--- src/rtl/alu_pkg.sv ---
// Shared definitions for the 16-bit ALU and its two-requester arbiter front end.
package alu_pkg;

    localparam int DATA_W    = 16;
    localparam int OP_W      = 4;
    localparam int NUM_FLAGS = 5;

    localparam int FLG_CB = 4;
    localparam int FLG_Z  = 3;
    localparam int FLG_S  = 2;
    localparam int FLG_C  = 1;
    localparam int FLG_P  = 0;

    typedef enum logic [1:0] {
        IDLE = 2'd0,
        EXEC = 2'd1,
        RESP = 2'd2
    } state_e;

    typedef enum logic [3:0] {
        OP_ADD  = 4'h0,
        OP_SUB  = 4'h1,
        OP_AND  = 4'h2,
        OP_OR   = 4'h3,
        OP_XOR  = 4'h4,
        OP_NOT  = 4'h5,
        OP_SHL  = 4'h6,
        OP_SHR  = 4'h7,
        OP_INC  = 4'h8,
        OP_DEC  = 4'h9,
        OP_ASR  = 4'hA,
        OP_ROL  = 4'hB,
        OP_ROR  = 4'hC,
        OP_NAND = 4'hD,
        OP_NOR  = 4'hE,
        OP_XNOR = 4'hF
    } op_e;

endpackage

--- src/rtl/alu_16_bit.sv ---
// Clocked ALU: combinational op decode followed by LAT register stages on result and flags.
module alu_16_bit #(
    parameter int DATA_W = alu_pkg::DATA_W,
    parameter int OP_W   = alu_pkg::OP_W,
    parameter int LAT    = 1
) (
    input  logic              clk,
    input  logic              rst_n,
    input  logic [DATA_W-1:0] a,
    input  logic [DATA_W-1:0] b,
    input  logic [OP_W-1:0]   op,
    output logic [DATA_W-1:0] q_out,
    output logic              carry_borrow,
    output logic              zero,
    output logic              sign,
    output logic              carry_flag,
    output logic              parity
);
    import alu_pkg::*;

    localparam int MSB = DATA_W - 1;
    localparam logic [DATA_W:0] ONE = 1;

    op_e                           op_sel;
    logic [DATA_W:0]               sum;
    logic [DATA_W-1:0]             res_d;
    logic [NUM_FLAGS-1:0]          flags_d;
    logic                          cb;
    logic                          cf;
    logic [LAT-1:0][DATA_W-1:0]    data_pipe_q;
    logic [LAT-1:0][NUM_FLAGS-1:0] flag_pipe_q;

    assign op_sel = op_e'(op);

    // Arithmetic ops run one bit wide so the top bit is carry (add) or borrow (sub).
    always_comb begin
        sum   = '0;
        res_d = '0;
        cb    = 1'b0;
        cf    = 1'b0;
        case (op_sel)
            OP_ADD: begin
                sum   = {1'b0, a} + {1'b0, b};
                res_d = sum[MSB:0];
                cb    = sum[DATA_W];
            end
            OP_SUB: begin
                sum   = {1'b0, a} - {1'b0, b};
                res_d = sum[MSB:0];
                cb    = sum[DATA_W];
            end
            OP_AND:  res_d = a & b;
            OP_OR:   res_d = a | b;
            OP_XOR:  res_d = a ^ b;
            OP_NOT:  res_d = ~a;
            OP_SHL: begin
                res_d = {a[MSB-1:0], 1'b0};
                cf    = a[MSB];
            end
            OP_SHR: begin
                res_d = {1'b0, a[MSB:1]};
                cf    = a[0];
            end
            OP_INC: begin
                sum   = {1'b0, a} + ONE;
                res_d = sum[MSB:0];
                cb    = sum[DATA_W];
            end
            OP_DEC: begin
                sum   = {1'b0, a} - ONE;
                res_d = sum[MSB:0];
                cb    = sum[DATA_W];
            end
            OP_ASR: begin
                res_d = {a[MSB], a[MSB:1]};
                cf    = a[0];
            end
            OP_ROL: begin
                res_d = {a[MSB-1:0], a[MSB]};
                cf    = a[MSB];
            end
            OP_ROR: begin
                res_d = {a[0], a[MSB:1]};
                cf    = a[0];
            end
            OP_NAND: res_d = ~(a & b);
            OP_NOR:  res_d = ~(a | b);
            OP_XNOR: res_d = ~(a ^ b);
            default: res_d = '0;
        endcase

        flags_d         = '0;
        flags_d[FLG_CB] = cb;
        flags_d[FLG_Z]  = (res_d == '0);
        flags_d[FLG_S]  = res_d[MSB];
        flags_d[FLG_C]  = cf;
        flags_d[FLG_P]  = ^res_d;
    end

    always_ff @(posedge clk or negedge rst_n) begin
        if (!rst_n) begin
            data_pipe_q <= '0;
            flag_pipe_q <= '0;
        end else begin
            data_pipe_q[0] <= res_d;
            flag_pipe_q[0] <= flags_d;
            for (int i = 1; i < LAT; i++) begin
                data_pipe_q[i] <= data_pipe_q[i-1];
                flag_pipe_q[i] <= flag_pipe_q[i-1];
            end
        end
    end

    assign q_out        = data_pipe_q[LAT-1];
    assign carry_borrow = flag_pipe_q[LAT-1][FLG_CB];
    assign zero         = flag_pipe_q[LAT-1][FLG_Z];
    assign sign         = flag_pipe_q[LAT-1][FLG_S];
    assign carry_flag   = flag_pipe_q[LAT-1][FLG_C];
    assign parity       = flag_pipe_q[LAT-1][FLG_P];

endmodule

--- src/rtl/alu_arbiter.sv ---
// Round-robin front end sharing one clocked ALU between two valid/ready requesters,
// one operation in flight at a time, result returned to the issuing requester.
module alu_arbiter #(
    parameter int DATA_W  = alu_pkg::DATA_W,
    parameter int OP_W    = alu_pkg::OP_W,
    parameter int ALU_LAT = 1
) (
    input  logic                            clk,
    input  logic                            reset,
    input  logic                            req0_valid,
    output logic                            req0_ready,
    input  logic [DATA_W-1:0]               req0_a,
    input  logic [DATA_W-1:0]               req0_b,
    input  logic [OP_W-1:0]                 req0_op,
    input  logic                            req1_valid,
    output logic                            req1_ready,
    input  logic [DATA_W-1:0]               req1_a,
    input  logic [DATA_W-1:0]               req1_b,
    input  logic [OP_W-1:0]                 req1_op,
    output logic                            rsp0_valid,
    input  logic                            rsp0_ready,
    output logic                            rsp1_valid,
    input  logic                            rsp1_ready,
    output logic [DATA_W-1:0]               rsp_data,
    output logic [alu_pkg::NUM_FLAGS-1:0]   rsp_flags,
    output logic                            busy
);
    import alu_pkg::*;

    localparam int CNT_W = $clog2(ALU_LAT + 1);

    state_e                 state_q, state_d;
    logic                   last_grant_q, last_grant_d;
    logic                   owner_q, owner_d;
    logic [DATA_W-1:0]      a_q, a_d;
    logic [DATA_W-1:0]      b_q, b_d;
    logic [OP_W-1:0]        op_q, op_d;
    logic [CNT_W-1:0]       exec_cnt_q, exec_cnt_d;
    logic [DATA_W-1:0]      rsp_data_q, rsp_data_d;
    logic [NUM_FLAGS-1:0]   rsp_flags_q, rsp_flags_d;

    logic                   grant0, grant1;
    logic [DATA_W-1:0]      alu_q;
    logic [NUM_FLAGS-1:0]   alu_flags;
    logic                   alu_cb, alu_z, alu_s, alu_c, alu_p;

    alu_16_bit #(
        .DATA_W (DATA_W),
        .OP_W   (OP_W),
        .LAT    (ALU_LAT)
    ) u_alu (
        .clk          (clk),
        .rst_n        (reset),
        .a            (a_q),
        .b            (b_q),
        .op           (op_q),
        .q_out        (alu_q),
        .carry_borrow (alu_cb),
        .zero         (alu_z),
        .sign         (alu_s),
        .carry_flag   (alu_c),
        .parity       (alu_p)
    );

    assign alu_flags = {alu_cb, alu_z, alu_s, alu_c, alu_p};

    // last_grant_q names the requester that won the previous contest; the other wins a tie.
    always_comb begin
        grant0       = req0_valid && (!req1_valid || last_grant_q);
        grant1       = req1_valid && (!req0_valid || !last_grant_q);

        state_d      = state_q;
        last_grant_d = last_grant_q;
        owner_d      = owner_q;
        a_d          = a_q;
        b_d          = b_q;
        op_d         = op_q;
        exec_cnt_d   = exec_cnt_q;
        rsp_data_d   = rsp_data_q;
        rsp_flags_d  = rsp_flags_q;

        case (state_q)
            IDLE: begin
                if (grant0 || grant1) begin
                    a_d        = grant1 ? req1_a  : req0_a;
                    b_d        = grant1 ? req1_b  : req0_b;
                    op_d       = grant1 ? req1_op : req0_op;
                    owner_d    = grant1;
                    exec_cnt_d = CNT_W'(ALU_LAT);
                    state_d    = EXEC;
                end
            end
            EXEC: begin
                // One cycle for operands to reach the ALU plus ALU_LAT register stages.
                if (exec_cnt_q == '0) begin
                    rsp_data_d  = alu_q;
                    rsp_flags_d = alu_flags;
                    state_d     = RESP;
                end else begin
                    exec_cnt_d = exec_cnt_q - CNT_W'(1);
                end
            end
            RESP: begin
                if (owner_q ? rsp1_ready : rsp0_ready) begin
                    last_grant_d = owner_q;
                    state_d      = IDLE;
                end
            end
            default: state_d = IDLE;
        endcase
    end

    always_ff @(posedge clk or negedge reset) begin
        if (!reset) begin
            state_q      <= IDLE;
            last_grant_q <= 1'b1;
            owner_q      <= 1'b0;
            a_q          <= '0;
            b_q          <= '0;
            op_q         <= '0;
            exec_cnt_q   <= '0;
            rsp_data_q   <= '0;
            rsp_flags_q  <= '0;
        end else begin
            state_q      <= state_d;
            last_grant_q <= last_grant_d;
            owner_q      <= owner_d;
            a_q          <= a_d;
            b_q          <= b_d;
            op_q         <= op_d;
            exec_cnt_q   <= exec_cnt_d;
            rsp_data_q   <= rsp_data_d;
            rsp_flags_q  <= rsp_flags_d;
        end
    end

    // Ready is gated by reset so nothing looks accepted while reset is held.
    assign req0_ready = reset && (state_q == IDLE) && grant0;
    assign req1_ready = reset && (state_q == IDLE) && grant1;
    assign rsp0_valid = (state_q == RESP) && !owner_q;
    assign rsp1_valid = (state_q == RESP) && owner_q;
    assign busy       = (state_q != IDLE);
    assign rsp_data   = rsp_data_q;
    assign rsp_flags  = rsp_flags_q;

endmodule

--- config.mk ---
export PLATFORM = sky130hd
export DESIGN_NAME = alu_arbiter
export DESIGN_NICKNAME = d
export VERILOG_FILES = /design/src/rtl/alu_pkg.sv /design/src/rtl/alu_16_bit.sv /design/src/rtl/alu_arbiter.sv
export SDC_FILE = /design/constraint.sdc
export NUM_CORES = 1
export LEC_CHECK = 0
export CORE_MARGIN = 5
export CORE_UTILIZATION = 55
export CTS_BUF_LIST = sky130_fd_sc_hd__clkbuf_8
export DETAILED_ROUTE_END_ITERATION = 10
export PLACE_DENSITY = 0.79
export SLEW_MARGIN = 20
export SYNTH_ARGS = -nofsm -noshare
export SYNTH_HDL_FRONTEND = slang
export SYNTH_SLANG_ARGS = --single-unit
--- constraint.sdc ---
create_clock -name clk -period 6.8 [get_ports clk]
set_clock_uncertainty 0.2 [all_clocks]
set_input_delay 0.68 -clock clk [delete_from_list [all_inputs] [get_ports clk]]
set_output_delay 0.68 -clock clk [all_outputs]
set_load 0.05 [all_outputs]
==> After elaboration in Yosys (flattened, before gate mapping) <==
Cells that the tools add are included.
{ "word_totals": {"output_inout_bits": 26, "ff_bits": 83} }
{ "op_classes": {"n_mux": 14, "n_reduce_logical": 27, "eq_ne": 20, "bitwise_logic": 8, "n_addsub": 5} }
{ "op_table": {"columns": ["operator", "count"], "rows": [
  ["16-bit one-hot mux with 16 select lines", 1],
  ["16-bit NOT", 4],
  ["4-bit == test (second input constant)", 8],
  ["16-bit 2-to-1 mux", 2],
  ["16-bit by 1-bit adder with 17-bit output (second input constant)", 1],
  ["16-bit by 16-bit adder with 17-bit output", 1],
  ["16-bit by 1-bit subtractor with 17-bit output (second input constant)", 1],
  ["16-bit by 16-bit subtractor with 17-bit output", 1],
  ["16-bit AND", 1],
  ["4-bit by 3-bit == test with 1-bit output (second input constant)", 4],
  ["16-bit logical NOT", 1],
  ["16-bit bitwise OR", 1],
  ["16-bit XOR reduction", 1],
  ["16-bit XOR", 1],
  ["4-bit by 2-bit == test with 1-bit output (second input constant)", 2],
  ["2-bit AND reduction", 4],
  ["1-bit logical AND", 7],
  ["2-bit 2-to-1 mux", 3],
  ["2-bit != test (second input constant)", 3],
  ["2-bit one-hot mux with 3 select lines", 1],
  ["4-bit by 1-bit == test with 1-bit output (second input constant)", 1],
  ["1-bit logical NOT", 4],
  ["4-bit logical NOT", 1],
  ["4-bit 2-to-1 mux", 1],
  ["13 further kinds", 19]
]} }

==> Longest topological paths before layout <==
{ "logic_depth": {"word_depth": 6, "ltp_mapped": 15, "ltp_nobuf": 14} }

==> Cells and area by module <==
A second synthesis with hierarchy kept.
{ "hier_totals": {"hier_cells": 921, "area_unflattened_um2": 8134.1} }
{ "modules_own_cells": {"columns": ["module", "instances", "area_each_um2", "seq_area_each_um2", "cells_each"], "rows": [
  ["alu_16_bit", 1, 5261.3, 500.5, 731],
  ["alu_arbiter", 1, 2872.8, 1552.7, 190]
]} }

==> Worst setup path before layout <==
OpenSTA, ideal clock, no wires.
{ "synth_path": {"path_kind": "flip-flop to flip-flop", "startpoint": "reg a_q[2]", "endpoint": "reg u_alu.flag_pipe_q[0] (netlist bit)", "arrival_ns": 3.418, "path_stages_with_launch": 16, "synth_period_minus_slack_ns": 3.743, "slack_ns": 3.057, "cell_sequence": "dfrtp_1 > buf_2 > buf_1 > inv_1 > ha_1 > nor2_1 > o311a_1 > o21ai_1 > o31a_1 > a22o_1 > mux2_1 > a32o_1 > ha_1 > xor2_1 > xnor2_1 > xnor2_1"} }
{ "synth_between": {"elab_chain_cells": 4, "elab_cells_between_ends": 13, "cone_classes": "4 x add/sub; 1 x mux; 7 x bitwise; 1 x reduce/logical"} }
{ "synth_lines": {"columns": ["element", "line_no", "rtl"], "rows": [
  ["start, declared", "alu_arbiter.sv:35", "logic [DATA_W-1:0] a_q, a_d;"],
  ["start signal, assigned", "alu_arbiter.sv:118", "a_q <= '0;"],
  ["start signal, assigned", "alu_arbiter.sv:128", "a_q <= a_d;"],
  ["branches (longest 2 deep; another with 16-bit by 1-bit subtractor with 17-bit output)", null, null],
  ["16-bit one-hot mux with 16 select lines *", "alu_16_bit.sv:41", "case (op_sel)"],
  ["16-bit XOR reduction *", "alu_16_bit.sv:97", "flags_d[FLG_P] = ^res_d;"],
  ["named net u_alu.flags_d[0]", "alu_16_bit.sv:27", "logic [NUM_FLAGS-1:0] flags_d;"],
  ["end signal, assigned by index", "alu_16_bit.sv:109", "flag_pipe_q[i] <= flag_pipe_q[i-1];"],
  ["end, declared", "alu_16_bit.sv:31", "logic [LAT-1:0][NUM_FLAGS-1:0] flag_pipe_q;"]
]} }
Mark *: on every way through the listed nets, which the timed path passes.
A chain may end at the register's enable or synchronous reset.

==> Final worst setup path <==
{ "layout_path": {"startpoint": "reg a_q[0]", "endpoint": "reg u_alu.flag_pipe_q[0] (netlist bit)"} }
The elaborated chain is that of the path after synthesis.

==> flow_summary_export.csv <==
group,metric,value,unit
synth,synth-xor-area-share,2.60,%
synth,synth_compound_area_share,25.2,%
synth,ys_seq_area_share,25.1,%
synth,synth_top_family_by_area,"compound AO/OA/AOI/OAI gates",
synth,netlist_area,8070,um2
synth,synth_ff_type,"dfrtp_1",
final_layout,nets,1188,
route,first_pass_iters,5,
clock_tree,ctsHoldBuffers,0,
place,port-buffer-count,103,
critical_path,r2r_slack,2.45,ns
synth,syn-num-nets,1138,
critical_path,path_class,"flip-flop to flip-flop",
route,detail-route-antenna-nets,0,
critical_path,r2r_start,"a_q[0]",
timing,fin_setup_tns,0,ns
route,drt_iter0_drc,953,
clock_tree,ctsResizeCount,0,
synth,synth_seq_cells,81,
timing,worstMarginPinSlew,0.852,ns
timing,maxSlewViolCount,0,
timing,hold_viol,0,
timing,min_period,4.35,ns
synth,syn_inst,1000,
critical_path,reg2reg_depth,14,
floorplanning,io_pins,104,
final_layout,drive_gt1_share,7.30,%
critical_path,crit_end,"u_alu.flag_pipe_q[0]",
final_layout,num_antenna_cells,0,
critical_path,crit_arrival,4.46,ns
synth,synth-edff-count,0,
timing,fmax,230,MHz
route,drt-wirelength-per-cell,20.7,um
worst_hold_path,min_path_type,"input pin to async pin",
critical_path,required,6.91,ns
synth,muxShareOfSynthArea,10.6,%
timing,setup_viol,0,
synth,yosys_warnings,0,
critical_path,reg2reg_to,"u_alu.flag_pipe_q[0]",
clock_tree,cts_sinks,81,
floorplanning,fp-row-count,44,
clock_tree,numCtsBuffers,9,
clock_tree,worstSkewPairLatency,0.39,ns
final_layout,fill_cells,1290,
route,wl,25.7,mm
clock_tree,tritoncts,"built",
job,maxCapViolCount,0,
critical_path,startpoint_type,"flip-flop",
route,via_count,7937,
timing,rsz0062_at_grt,"no",
final_layout,design_area,9320,um2
clock_tree,cts_setup_buffers,0,
final_layout,syn2layout_area_growth,15.4,%
timing,finalCritPeriodShare,64.0,%
place,placed_area,9100,um2
route,via_per_inst,6.41,
critical_path,worstSetupEndpointType,"flip-flop",
floorplanning,fp.dieW,131,um
synth,async_reset_ff_share,100,%
global_routing,grt_pass1_wl,40.5,mm
floorplanning,die_h,131,um
clock_tree,clock-root-buffer,"clkbuf_8",
synth,avgSynthCellArea,8.07,um2
timing,setup_slack,2.45,ns
floorplanning,dieArea,17200,um2
floorplanning,core_area,14500,um2
place,post-dp-hpwl,19.6,mm
global_routing,grt_pass1_vias,7339,
place,place_ws,2.55,ns
global_routing,grt_max_degree,58,
synth,synthAdderAreaFrac,9.48,%
global_routing,antenna_found_initial,0,
synth,synth-simple-area-share,19.6,%
clock_tree,clk_pin_slew,0.08,ns
global_routing,gr-total-overflow,0,
timing,relSlewSlack,43.0,%
global_routing,grt_use_total,28.9,%
route,drc,0,
critical_path,worstSetupStartpoint,"a_q[0]",
synth,yosysUniqueCellTypes,93,
place,gp_congestion,1.01,
outcome,outcome,"finished clean",
critical_path,crit_fanout,11,
floorplanning,start_util,55.8,%
clock_tree,cts_max_path_buffers,2,
clock_tree,cts_max_level,3,
[critical path: stages, from the launching register on]
cell	delay [ns]
dfrtp_1	0.65
inv_1	0.19
ha_1	0.28
fa_1	0.43
nor2_1	0.21
o311a_1	0.21
o21ai_1	0.19
o31a_1	0.33
a22o_1	0.22
mux2_1	0.33
a32o_1	0.25
ha_1	0.30
xor2_1	0.15
xnor2_1	0.19
xnor2_1	0.13
[layout by cell type (no fill, tap or decap), types with 14 or more instances in the layout]
cell / n
nand2_1: 104
nor3_1: 23
nand3_1: 20
o22ai_1: 26
mux2i_1: 60
xnor2_1: 22
nor2b_1: 17
o21ai_0: 69
a21oi_1: 44
mux2_2: 22
nor2_1: 71
nand2b_1: 22
o211ai_1: 15
a211oi_1: 14
clkdlybuf4s50_1: 102
buf_4: 15
inv_1: 64
dfrtp_1: 80
ha_1: 58
[stage by stage]
step           cells  hold WS (ns)  utilization (%)
6_report        1239        0.0179             64.3
5_1_grt         1239        0.0634             64.3
4_1_cts         1239        0.0313             64.3
3_5_place_dp    1223         0.262             62.8
3_3_place_gp    1223         0.256             62.8
2_1_floorplan   1000         0.184                -
[Yosys cell counts, drive strengths merged, types with 6 or more instances]
cell type    n  share of area (%)
nand4        7               0.54
a211oi      15                1.5
a31oi       10               0.77
nor2        74                3.6
a32oi        8               0.87
a21oi       45                2.8
buf         41                2.8
a2bb2oi      6               0.65
inv         62                2.9
dfrtp       80                 25
nor4         7               0.62
o21ai       74                4.6
xnor2       22                2.4
mux2        23                3.2
o211ai      15                1.4
nor3        24                1.5
a21o         7               0.65
o22ai       26                2.0
a22oi        6               0.56
nor2b       17                1.3
clkbuf      37                1.7
ha          58                9.0
nand2      104                4.8
mux2i       60                7.4
nand3       20                1.2
nand2b      22                1.7
a221oi       8               0.95
[state kept, by name, summed over array words and instances (netlist names)]
| register | cells |
|---|---|
| rsp_data | 15 |
| b_q | 16 |
| owner_q | 1 |
| state_q | 2 |
| op_q | 4 |
| u_alu.q_out | 15 |
| last_grant_q | 1 |
| rsp_flags | 5 |
| a_q | 16 |
| exec_cnt_q | 1 |
| u_alu.flag_pipe_q | 5 |
[per-layer routing]
metal	wire [um]	global-route usage, %	vias up
met3	2220	3.86	72
met1	11400	42.0	3670
met4	1080	13.2	2
met5	57	0	-
met2	10900	42.7	447
li1	-	-	3746
[cell families (layout without fill, tap and decap cells)]
group	Yosys count	count (layout)
fa+ha+maj	60	60
simple gates	318	318
flops	81	81
mux	83	83
buf+inv	140	195
xor+xnor	24	24
compound gates	294	294
[area by class of cell]
class	count	area (um2)	area share, %
tap	184	230	2.47
clock inverter	6	76.3	0.819
timing repair buffer	117	1130	12.2
multi-input combinational	779	5480	58.8
clock buffer	10	138	1.48
inverter	62	233	2.50
sequential	81	2030	21.8
[worst min-delay path by stage]
stage	from	endpoint	slack [ns]	cells after the start
2_1_floorplan	reset	a_q[0]	0.18	0
3_3_place_gp	u_alu.q_out[5]	rsp_data[5]	0.26	1
3_5_place_dp	u_alu.q_out[3]	rsp_data[3]	0.26	1
4_1_cts	reset	u_alu.q_out[2]	0.03	1
5_1_grt	reset	rsp_data[2]	0.06	1
6_report	reset	u_alu.q_out[2]	0.02	1
Power is left out: the tool's default activity adds up to more than one toggle a clock period on the data nets, which glitch-free logic cannot reach.
==> variant 1, RTL diff (config.mk and constraints unchanged) <==
Put one more register stage on the output `rsp_flags`. The value now appears one clock later. The other outputs are not delayed to match.
--- a/src/rtl/alu_arbiter.sv
+++ b/src/rtl/alu_arbiter.sv
@@ -141,7 +141,9 @@
     assign rsp1_valid = (state_q == RESP) && owner_q;
     assign busy       = (state_q != IDLE);
     assign rsp_data   = rsp_data_q;
-    assign rsp_flags  = rsp_flags_q;
+    always_ff @(posedge clk) begin
+        rsp_flags <= rsp_flags_q;
+    end
 
 endmodule
 
Function: changed (Yosys sat finds a counterexample within 4 cycles, from zero or initial values and one cycle with reset low).
==> variant 1 against the unedited design <==
Critical path depth stayed put; die area is 1.1% higher; synthesized area is 1.2% higher; utilization is 0.23 points higher; setup slack better by 0.088 ns; sequential cell count is 5 higher; sequential share of layout area is 0.91 points higher; critical path type unchanged; highest routed layer is now met4; wire length is 2.1% higher; final area is 0.74% higher.
Power is not shown: default switching activity piles up to over one toggle a cycle in this logic, so the estimate is an artifact.
==> variant 1: results (changes against the unedited design) <==
grt_use_total_pct: 29.4  # +0.48 points
synth_commonest_cells: "nand2_1, dfrtp_1, nor2_1, o21ai_0, inv_1"
htree_levels: 3  # unchanged
cp.arrival_ns: 4.38  # -0.08 ns
path_max_fanout: 11  # unchanged
drive_above_1_share_pct: 7.28  # -0.021 points
via_per_inst: 6.50  # +1.4%
place_ws_ns: 2.64  # +0.0965 ns
rr_endpoint: "u_alu.flag_pipe_q[0]"
slowest_delay_ns: 0.63  # -0.02 ns
first_pass_iters: 6  # +1
synth_warnings: 0  # unchanged
post_cts_buffers: 0  # unchanged
synthArstFlopShare_pct: 94.2  # -5.8 points
hold_slack_ns: 0.0143  # -0.00356 ns
wl_met2_mm: 11.3  # +3.6%
reg2regPathDepth: 14  # unchanged
yosysSeqAreaShare_pct: 26.0  # +0.93 points
final_nets: 1191  # +0.25%
routed_wl_mm: 26.2  # +2.1%
grt_use_met1_pct: 42.0  # -0.045 points
grt.met2_usage_pct: 43.2  # +0.51 points
dr_total_vias: 8069  # +1.7%
wl_met3_mm: 2.70  # +21%
gr-usage-met3_pct: 6.07  # +2.2 points
min_path_type: "primary input to async pin"
antenna_left: 0  # unchanged
synthTopCellsByArea: "dfrtp_1, ha_1, mux2i_1"
wl_met1_mm: 11.2  # -1.5%
timing.rr.start: "a_q[0]"
drt_iter0_markers: 1088  # +14%
ys.flop_type: "dfrtp_1"
cts_resized: 0  # unchanged
clk_transition_reported_paths_ns: 0.10  # +0.02 ns
slew_headroom_pct: 39.7  # -3.3 points
grt_pass1_vias: 7464  # +1.7%
placed_area_mm2: 0.00919  # +0.99%
hpwl_mm: 20.1  # +2.5%
r2r_setup_slack_ns: 2.54  # +0.09 ns
yosysUniqueCellTypes: 94  # +1.1%
avgSynthCellArea_um2: 8.13  # +0.69%
drc: 0  # unchanged
status: "completed"
grt_max_degree: 73  # +26%
clockRootBuffer: "clkbuf_8"
top_layer: "met4"
cts_buffer_depth: 2  # unchanged
synth_nets: 1143  # +0.44%
place_congestion: 0.991  # -1.8%
grt_pass1_wl_mm: 41.4  # +2.1%
crit_family: "adder cells"
slowest_stage: "dfrtp_1"
[variant 1: cell types whose count changed after synthesis, sizes merged]
cell,change
buf,-3
clkbuf,+3
dfxtp,+5
[variant 1: worst max-delay path by stage]
stage	start	endpoint	slack, ns	depth (start not counted)
6_report	a_q[0]	u_alu.flag_pipe_q[0]	2.54	14
5_1_grt	a_q[0]	u_alu.flag_pipe_q[0]	2.29	14
4_1_cts	a_q[0]	u_alu.flag_pipe_q[0]	2.57	14
3_5_place_dp	a_q[0]	u_alu.flag_pipe_q[0]	2.64	14
3_3_place_gp	a_q[0]	u_alu.flag_pipe_q[0]	2.63	14
2_1_floorplan	a_q[0]	u_alu.flag_pipe_q[0]	3.02	15
[variant 1: cell type report]
class	instances	area, um^2
Multi-Input combinational cell	779	5480
Sequential cell	86	2130
Fill cell	1262	5150
Clock buffer	10	138
Clock inverter	6	60.1
Tap cell	184	230
Inverter	62	233
Timing Repair Buffer	115	1120
[variant 1: logic make-up after synthesis]
group                    after synthesis  synth area share, %
buffers and inverters                140                 7.27
AND/OR/NAND/NOR                      318                 19.4
multiplexers                          83                 10.5
XOR/XNOR                              24                 2.57
adder cells (fa/ha/maj)               60                 9.37
AO/OA/AOI/OAI                        294                 24.9
flip-flops                            86                 26.0
[variant 1: worst reg2reg max path, delay by kind of cell, from the launching register on]
family          cells  cell delay [ns]
fa+ha+maj           3             1.09
compound gates      4             0.97
flops               1             0.63
xor+xnor            3             0.50
simple gates        2             0.43
mux                 1             0.28
buf+inv             1             0.08
==> variant 2, RTL diff (config.mk and constraints unchanged) <==
Without the edit above. The parameter `ALU_LAT` goes from 1 to 2.
--- a/src/rtl/alu_arbiter.sv
+++ b/src/rtl/alu_arbiter.sv
@@ -3,7 +3,7 @@
 module alu_arbiter #(
     parameter int DATA_W  = alu_pkg::DATA_W,
     parameter int OP_W    = alu_pkg::OP_W,
-    parameter int ALU_LAT = 1
+    parameter int ALU_LAT = 2
 ) (
     input  logic                            clk,
     input  logic                            reset,
Behaviour: not the same (a bounded check fails within 4 cycles, from zero or initial values and one cycle with reset low).
==> variant 2 against the unedited design <==
Synthesized area up 2.5%; global-route usage up 1.4 points; sequential cell count up 21; wire length up 5.8%; via count up 4.0%; final area up 2.8%; the run now ends with hold timing left; setup slack worse by 0.17 ns; highest routed layer is now met4.
Power is left out: the tool's default activity adds up to more than one toggle a clock period on the data nets, which glitch-free logic cannot reach.
==> variant 2: results (changes against the unedited design) <==
status: "complete, but fails checks"
failed_checks: "hold timing"
hpwl_mm: 20.2  # +3.4%
numCtsBuffers: 9  # unchanged
yosysUniqueCellTypes: 71  # -24%
hold_violations: 4  # +4
synth_nets: 1141  # +0.26%
antenna_found_initial: 0  # unchanged
reg_top3: "a_q: 16 flops, b_q: 16 flops"
n_antenna_cell: 0  # unchanged
fillerInstances: 1253  # -2.9%
routed_wl_mm: 27.2  # +5.8%
grt_pass1_wl_mm: 42.3  # +4.3%
grt_use_total_pct: 30.3  # +1.4 points
cts_buffer_depth: 2  # unchanged
antenna_left: 0  # unchanged
grt_max_degree: 75  # +29%
wl_met3_mm: 3.37  # +51%
cp.arrival_ns: 4.64  # +0.18 ns
cts_resized: 0  # unchanged
crit_family: "compound AO/OA/AOI/OAI gates"
yosysSeqAreaShare_pct: 30.8  # +5.7 points
place_congestion: 1.03  # +1.9%
slowest_delay_ns: 1.02  # +0.37 ns
top_layer: "met4"
slew_headroom_pct: 24.7  # -18 points
synth_edf_count: 0  # unchanged
hold_slack_ns: -0.00381  # -0.0217 ns
clock_latency_ns: 0.42  # +0.03 ns
wl_met2_mm: 11.3  # +3.3%
synthArstFlopShare_pct: 100  # unchanged
post_cts_buffers: 0  # unchanged
placed_area_mm2: 0.00938  # +3.1%
synth_warnings: 0  # unchanged
htree_levels: 3  # unchanged
tns_ns: 0  # unchanged
slowest_stage: "dfrtp_1"
grt_pass1_vias: 7584  # +3.3%
via_per_inst: 6.63  # +3.4%
first_pass_iters: 6  # +1
synthTopCellsByArea: "dfrtp_1, ha_1, mux2i_1"
final_nets: 1196  # +0.67%
wl_met1_mm: 11.4  # +0.44%
drive_above_1_share_pct: 7.06  # -0.24 points
path_max_fanout: 26  # +15
clockRootBuffer: "clkbuf_8"
synth_commonest_cells: "nand2_1, dfrtp_1, o21ai_0, nor2_1, inv_1"
drt_iter0_markers: 1443  # +51%
port-buffer-count: 103  # unchanged
min_path_type: "primary input to async pin"
clk_transition_reported_paths_ns: 0.12  # +0.04 ns
place_ws_ns: 2.50  # -0.0450 ns
==> variant 2: layout make-up <==
| type | count | share of cell area [%] |
|---|---|---|
| multi-input combinational | 761 | 54.4 |
| sequential | 102 | 26.7 |
| timing repair buffer | 116 | 11.8 |
| inverter | 67 | 2.63 |
| tap | 184 | 2.40 |
| clock buffer | 9 | 1.29 |
| clock inverter | 7 | 0.836 |
==> variant 2: per-layer routing <==
metal  up-vias  track usage, %
li1       3758               -
met1      3801            44.0
met2       603            43.6
met3        95            6.11
met4         0            13.3
met5         -               0
==> variant 2: cells by family after synthesis <==
| family | after synthesis | synth area share [%] |
|---|---|---|
| compound gates | 314 | 25.6 |
| mux | 69 | 8.66 |
| xor+xnor | 22 | 2.33 |
| buf+inv | 139 | 6.50 |
| flops | 102 | 30.8 |
| simple gates | 295 | 16.6 |
| fa+ha+maj | 61 | 9.40 |
==> variant 2: final timing paths <==
path,slack [ns],endpoint,depth (start not counted),start
setup / recovery,2.28,u_alu.flag_pipe_q[0],12,op_q[3]
hold / removal,-0.004,a_q[3],1,reset
setup reg to reg,2.28,u_alu.flag_pipe_q[0],12,op_q[3]
hold reg to reg,0.16,u_alu.q_out[5],0,u_alu.data_pipe_q[5]
max in group asynchronous,5.18,u_alu.data_pipe_q[10],2,reset
min in group clk,0.16,u_alu.q_out[5],0,u_alu.data_pipe_q[5]
==> variant 2: stage by stage <==
| step | util [%] | hold WS, ns | instances |
|---|---|---|---|
| after floorplan | - | 0.131 | 1002 |
| after global placement | 64.0 | 0.132 | 1230 |
| after detailed placement | 64.0 | 0.135 | 1230 |
| after CTS | 65.4 | 0.00210 | 1246 |
| after global routing | 65.4 | 0.0263 | 1246 |
| final | 65.4 | -0.00381 | 1246 |
